$ cat config.mk
export PLATFORM = sky130hd
export DESIGN_NAME = quantize_sn
export DESIGN_NICKNAME = d
export VERILOG_FILES = /design/src/rtl/quantize_sn.sv
export SDC_FILE = /design/constraint.sdc
export NUM_CORES = 1
export LEC_CHECK = 0
export ABC_CLOCK_PERIOD_IN_PS = 3300
export BUFFER_PORTS_ARGS = -buffer_cell sky130_fd_sc_hd__buf_2
export CORE_MARGIN = 8
export CORE_UTILIZATION = 45
export CTS_BUF_LIST = sky130_fd_sc_hd__clkbuf_4
export CTS_CLUSTER_DIAMETER = 120
export DETAILED_ROUTE_END_ITERATION = 7
export PLACE_DENSITY = 0.82
export SLEW_MARGIN = 10
export SYNTH_ARGS = -nofsm -noshare
export SYNTH_HDL_FRONTEND = slang
export SYNTH_SLANG_ARGS = --single-unit
$ cat constraint.sdc
create_clock -name clk -period 3.3 [get_ports clk]
set_clock_uncertainty 0.15 [all_clocks]
set_input_delay 0.33 -clock clk [delete_from_list [all_inputs] [get_ports clk]]
set_output_delay 0.33 -clock clk [all_outputs]
set_load 0.01 [all_outputs]
$ cat src/rtl/quantize_sn.sv
// Two-stage valid/ready quantizer: unsigned pixel -> zero-point subtract, rounded shift, signed clamp.
// Optional per-frame saturation counter enabled by defining QUANT_SAT_CNT_EN.
module quantize_sn #(
    parameter int                    IN_W       = 8,
    parameter int                    OUT_W      = 8,
    parameter logic signed [IN_W:0]  ZERO_POINT = 128,
    parameter int                    SHIFT      = 0,
    parameter int                    CNT_W      = 16
) (
    input  logic                    clk,
    input  logic                    srst,
    input  logic                    in_valid,
    output logic                    in_ready,
    input  logic [IN_W-1:0]         in_pixel,
    input  logic                    in_line_last,
    input  logic                    in_frame_last,
    input  logic                    in_is_pad,
    output logic                    out_valid,
    input  logic                    out_ready,
    output logic [OUT_W-1:0]        out_pixel,
    output logic                    out_line_last,
    output logic                    out_frame_last,
    output logic                    out_is_pad
`ifdef QUANT_SAT_CNT_EN
    ,
    output logic [CNT_W-1:0]        sat_count
`endif
);

    // Wide enough for d plus the rounding constant and for the clamp bounds.
    localparam int WW       = (IN_W + 3 > OUT_W + 1) ? IN_W + 3 : OUT_W + 1;
    localparam int SHIFT_M1 = (SHIFT > 0) ? SHIFT - 1 : 0;

    localparam logic signed [WW-1:0] ZP_EXT  = WW'(ZERO_POINT);
    localparam logic signed [WW-1:0] RND     = WW'((SHIFT > 0) ? (1 << SHIFT_M1) : 0);
    localparam logic signed [WW-1:0] SAT_MAX = WW'((1 << (OUT_W - 1)) - 1);
    localparam logic signed [WW-1:0] SAT_MIN = ~SAT_MAX;

    typedef enum logic {
        IDLE,
        IN_FRAME
    } frame_state_t;

    logic               s1_valid;
    logic [IN_W-1:0]    s1_pixel;
    logic               s1_line_last;
    logic               s1_frame_last;
    logic               s1_is_pad;

    logic               s2_valid;
    logic [OUT_W-1:0]   s2_pixel;
    logic               s2_line_last;
    logic               s2_frame_last;
    logic               s2_is_pad;

    logic               s2_load;
    logic               in_xfer;
    logic               out_xfer;

    logic signed [WW-1:0] diff;
    logic signed [WW-1:0] rounded;
    logic [OUT_W-1:0]     q_pixel;

`ifdef QUANT_SAT_CNT_EN
    logic               q_sat;
    logic               s2_sat;
    logic [CNT_W-1:0]   sat_acc;
    logic [CNT_W-1:0]   acc_next;
`endif

    frame_state_t       frame_state;

    assign s2_load  = !s2_valid || out_ready;
    assign in_ready = srst || !(s1_valid && s2_valid && !out_ready);
    assign in_xfer  = in_valid && in_ready;
    assign out_xfer = s2_valid && out_ready;

    assign out_valid      = s2_valid;
    assign out_pixel      = s2_pixel;
    assign out_line_last  = s2_line_last;
    assign out_frame_last = s2_frame_last;
    assign out_is_pad     = s2_is_pad;

    always_ff @(posedge clk) begin
        if (srst) begin
            s1_valid      <= 1'b0;
            s1_pixel      <= '0;
            s1_line_last  <= 1'b0;
            s1_frame_last <= 1'b0;
            s1_is_pad     <= 1'b0;
        end else if (in_xfer) begin
            s1_valid      <= 1'b1;
            s1_pixel      <= in_pixel;
            s1_line_last  <= in_line_last;
            s1_frame_last <= in_frame_last;
            s1_is_pad     <= in_is_pad;
        end else if (s2_load) begin
            s1_valid      <= 1'b0;
        end
    end

    always_comb begin
        diff    = $signed({{(WW-IN_W){1'b0}}, s1_pixel}) - ZP_EXT;
        rounded = (diff + RND) >>> SHIFT;
        q_pixel = rounded[OUT_W-1:0];
`ifdef QUANT_SAT_CNT_EN
        q_sat   = 1'b0;
`endif
        if (s1_is_pad) begin
            q_pixel = '0;
        end else if (rounded > SAT_MAX) begin
            q_pixel = SAT_MAX[OUT_W-1:0];
`ifdef QUANT_SAT_CNT_EN
            q_sat   = 1'b1;
`endif
        end else if (rounded < SAT_MIN) begin
            q_pixel = SAT_MIN[OUT_W-1:0];
`ifdef QUANT_SAT_CNT_EN
            q_sat   = 1'b1;
`endif
        end
    end

    // An empty S2 holds all-zero data so idle outputs read 0 without gating.
    always_ff @(posedge clk) begin
        if (srst) begin
            s2_valid      <= 1'b0;
            s2_pixel      <= '0;
            s2_line_last  <= 1'b0;
            s2_frame_last <= 1'b0;
            s2_is_pad     <= 1'b0;
        end else if (s2_load) begin
            s2_valid      <= s1_valid;
            s2_pixel      <= s1_valid ? q_pixel : '0;
            s2_line_last  <= s1_valid && s1_line_last;
            s2_frame_last <= s1_valid && s1_frame_last;
            s2_is_pad     <= s1_valid && s1_is_pad;
        end
    end

    always_ff @(posedge clk) begin
        if (srst) begin
            frame_state <= IDLE;
        end else begin
            case (frame_state)
                IDLE:     if (out_xfer && !s2_frame_last) frame_state <= IN_FRAME;
                IN_FRAME: if (out_xfer && s2_frame_last)  frame_state <= IDLE;
                default:  frame_state <= IDLE;
            endcase
        end
    end

`ifdef QUANT_SAT_CNT_EN
    always_ff @(posedge clk) begin
        if (srst) begin
            s2_sat <= 1'b0;
        end else if (s2_load) begin
            s2_sat <= s1_valid && q_sat;
        end
    end

    assign acc_next = (s2_sat && !(&sat_acc)) ? sat_acc + CNT_W'(1) : sat_acc;

    // The frame's total is published together with its last beat, then restarts.
    always_ff @(posedge clk) begin
        if (srst) begin
            sat_acc   <= '0;
            sat_count <= '0;
        end else if (out_xfer) begin
            if (s2_frame_last) begin
                sat_count <= acc_next;
                sat_acc   <= '0;
            end else begin
                sat_acc   <= acc_next;
            end
        end
    end
`endif

endmodule

After elaboration in Yosys (flattened, before gate mapping):

Cells that the tools add are included.

* $add $sub $neg: 1
* order comparisons: 2
* mux-type cells: 6
* reductions and logical operators: 12

Operators with widths (count)
* $mux 8: 4
* $gt 9x8->1 const B: 1
* $lt 9x8->1 const B: 1
* $sub 8x8->9 const B: 1
* $logic_and 1x1->1: 6
* $logic_not 1->1: 3
* $logic_or 1x1->1: 2
* $mux 1: 2
* $reduce_bool 2->1: 1

* bits in registers: 24
* bits of input ports: 15
* output and inout bits: 13

Depth between registers and ports, before layout:

* depth after elaboration: 6
* depth in mapped cells: 5
* depth with buffers taken out: 3

Least setup slack after synthesis:

No wires, ideal clock.

* path kind: flip-flop to flip-flop
* start point: register s2_valid (netlist: out_valid)
* end point: register s1_frame_last
* data arrival time: 1.124 ns
* required time: 3.078 ns
* slack: 1.955 ns
* stages on the path, launching flop included: 6
* buffers on the path: 2
* cell sequence: dfxtp_1 > nor2b_1 > buf_2 > a21boi_2 > buf_6 > mux2i_1

* word-level cells in the longest chain between the ends: 5

Ends and longest elaborated chain
* start: declaration: RTL line 50 `logic s2_valid;`
* start signal: assignment: RTL line 133 `s2_valid <= s1_valid;`
* $logic_and 1x1->1 (2 in a row): RTL line 74 `assign in_ready = srst || !(s1_valid && s2_valid && !out_ready);`
* $logic_not 1->1: RTL line 74
* $logic_or 1x1->1: RTL line 74
* $logic_and 1x1->1: RTL line 75 `assign in_xfer = in_valid && in_ready;`
* end signal: assignment: RTL line 95 `s1_frame_last <= in_frame_last;`
* end: declaration: RTL line 47 `logic s1_frame_last;`

Every way passes these cells.
A chain may end at the register's enable or synchronous reset.

Final worst setup path:

* start point: register s2_valid (netlist: out_valid)
* end point: output in_ready

* word-level cells in the longest chain between the ends: 4

Ends and longest elaborated chain
* $logic_and 1x1->1 (2 in a row): RTL line 74
* $logic_not 1->1: RTL line 74
* $logic_or 1x1->1: RTL line 74
* end: declaration: RTL line 13 `output logic in_ready,`

Every way passes these cells.

==> impl_metrics.json <==
{
  "period_needed_ps": 2010,
  "cp_cell_sequence": "nor2b_1 > nand2_1 > buf_2",
  "portBuffers": 27,
  "yosysTopAreaCell": "dfxtp_1",
  "postCtsHoldBufs": 0,
  "grt-ovfl-total": 0,
  "cp_data_required_time_ps": 2820,
  "dieArea_um2": 3820,
  "synthesis.area_um2": 946,
  "drt_iter0_drc": 12,
  "drc": 0,
  "fp.coreArea_um2": 1980,
  "vias": 680,
  "synth_area_leaders": "dfxtp_1 (51%), nand2b_1 (15%), mux2i_1 (12%), a22o_1 (7.4%), a21oi_1 (2.1%)",
  "ff2ff_path_depth": 3,
  "power_per_cell_area_nw_per_um2": 435,
  "root_buffer": "clkbuf_4",
  "path_max_fanout": 8,
  "setup_viol": 0,
  "grt_max_degree": 30,
  "whs_endpoint": "s1_valid$_SDFFE_PP0P_",
  "r2r-end": "s1_pixel[3]$_SDFFE_PP0P_",
  "fin_nets": 133,
  "yosys.area.top_type_share": 0.508,
  "syn_to_final_growth_pct": 17.3,
  "path_buf_inv": 1,
  "final_cells": 143,
  "first_pass_iters": 4,
  "rr_startpoint": "out_valid$_SDFFE_PP0P_",
  "vdd_drop_max_uv": 293,
  "reg2reg_setup_slack_ps": 1520,
  "ys_ff_latch": 24,
  "crit_arrival_ps": 1530,
  "antennaDiodeCount": 0,
  "maxSlewHeadroom": 0.483,
  "globalplace.congestion": 0.745,
  "min_period_over_period": 0.608,
  "status": "complete, no violations",
  "start_kind": "register",
  "p_leak_uw": 0.000499,
  "hp-start": "in_valid",
  "clk_path_buf_depth": 2,
  "min_path_type": "primary input to register",
  "grt_antenna_before_repair": 0,
  "numClockSinks": 24,
  "ctsResizeCount": 0,
  "rows": 16,
  "post-cts-setup-buffer-count": 0,
  "syn-num-nets": 106,
  "grt_util_met2": 0.167,
  "tightest_slew_ps": 771,
  "ios": 28,
  "finalPower_uw": 483,
  "holdPathStages": 3,
  "grt_pass1_wl_mm": 2.96,
  "slew_violations": 0,
  "cap_viol_max_count": 0,
  "ys_seq_area_frac": 0.508,
  "worstSetupPathType": "register to primary output",
  "vias_per_cell": 4.76,
  "drt_wl_total_mm": 1.84,
  "grt_usage": 0.103,
  "cts_tree": "yes",
  "cts-htree-levels": 1,
  "place_hpwl_mm": 1.37,
  "grt_util_met1": 0.125,
  "syn_area_per_cell_um2": 10.4,
  "syn_inst": 91,
  "final.setup.tns_ps": 0,
  "grt_use_met3": 0.0226,
  "initial_core_util": 0.477,
  "yosysWarnings": 0,
  "dpl.cell_count": 140,
  "clkLatencyLatePin_ps": 300,
  "cpPeakStageDelay_ps": 560,
  "yosysUniqueCellTypes": 16,
  "antenna_left": 0,
  "path_clk_slew_ps": 130,
  "endpoint_kind": "primary output",
  "hold_violations": 0,
  "crit_slowest_cell": "nor2b_1",
  "cts-buffers-inserted": 3,
  "grt_pass1_vias": 659,
  "top_usage_layer": "met2",
  "critPathTopFamily": "simple AND/OR/NAND/NOR gates",
  "max_freq_mhz": 499,
  "die_w_um": 61.8,
  "post_drt_wl_per_cell_um": 12.9,
  "rsz0062_at_grt": "false",
  "die_h_um": 61.8,
  "drive_above_1_share": 0.284
}
cells in the final DEF, fill, tap and decap left out:
cell / Yosys / routed
nor2b_1: 1 / 1
a22o_1: 8 / 8
and2b_2: 1 / 1
inv_1: 1 / 1
mux2i_1: 11 / 11
nand2_1: 4 / 4
buf_2: 1 / 27
a21oi_1: 4 / 4
nand2b_1: 23 / 23
clkbuf_4: 0 / 3
nor2_1: 4 / 4
a21boi_2: 1 / 1
nand3_1: 3 / 3
dfxtp_1: 24 / 24
nor3b_4: 1 / 1
power breakdown:
group          switching (uW)  total [uW]  internal, uW  leakage [uW]
registers                7.69         310           302      0.000196
clock network            82.9         125          42.5     0.0000138
logic                    22.5        47.6          25.1      0.000289
total                     113         483           370      0.000499
final cells by class:
cell class / count / area (um^2)
repair buffers: 27 / 135
clock buffers: 3 / 22.5
flip-flops and latches: 24 / 480
multi-input cells: 61 / 434
fillers: 179 / 872
inverters: 1 / 3.75
well taps: 27 / 33.8
metal layers:
layer  routed length [um]  part of all wire
met5                    0                 0
met4                   27             0.015
met1                  864              0.47
met2                  867              0.47
met3                   84             0.046
flip-flops by register name, indices dropped and copies added, names as in the netlist:
register	count
out_frame_last	1
out_is_pad	1
s1_line_last	1
out_line_last	1
out_pixel	8
s1_pixel	8
s1_valid	1
out_valid	1
s1_is_pad	1
s1_frame_last	1
cells in the mapped netlist, drive strengths merged:
master	instances
a21boi	1
a21oi	4
a22o	8
and2b	1
buf	2
clkbuf	3
dfxtp	24
inv	1
mux2i	11
nand2	4
nand2b	23
nand3	3
nor2	4
nor2b	1
nor3b	1
worst reg2reg max path, delay by kind of cell (launching register included):
family,cells,cell delay [ps]
AOI/OAI and AO/OA,1,370
and+or+nand+nor,1,560
DFF,1,370
muxes,1,200
kinds of logic after synthesis:
kind of cell	count (synthesis)	synth area share
AND/OR/NAND/NOR	37	0.235
flip-flops	24	0.508
AO/OA/AOI/OAI	13	0.107
multiplexers	11	0.116
buffers and inverters	6	0.0331
how the worst max path moves through the flow:
stage	start	end	slack, ps	depth (start not counted)
after floorplan	out_valid$_SDFFE_PP0P_	s1_frame_last$_SDFFE_PP0P_	1950	5
after global placement	srst	s1_line_last$_SDFFE_PP0P_	1350	4
after global routing	out_valid$_SDFFE_PP0P_	in_ready	1160	3
final	out_valid$_SDFFE_PP0P_	in_ready	1290	3
after CTS	out_valid$_SDFFE_PP0P_	in_ready	1280	3
after detailed placement	srst	s1_pixel[6]$_SDFFE_PP0P_	1260	4
per-stage QoR:
stage	hold slack (ps)	utilization	worst slack [ps]	instance area, um^2
2_1_floorplan	297	-	1950	946
3_3_place_gp	289	0.549	1350	1090
3_5_place_dp	292	0.549	1260	1090
4_1_cts	93.8	0.560	1280	1110
5_1_grt	111	0.560	1160	1110
6_report	92.5	0.560	1290	1110
(Power assumes the default switching activity.)
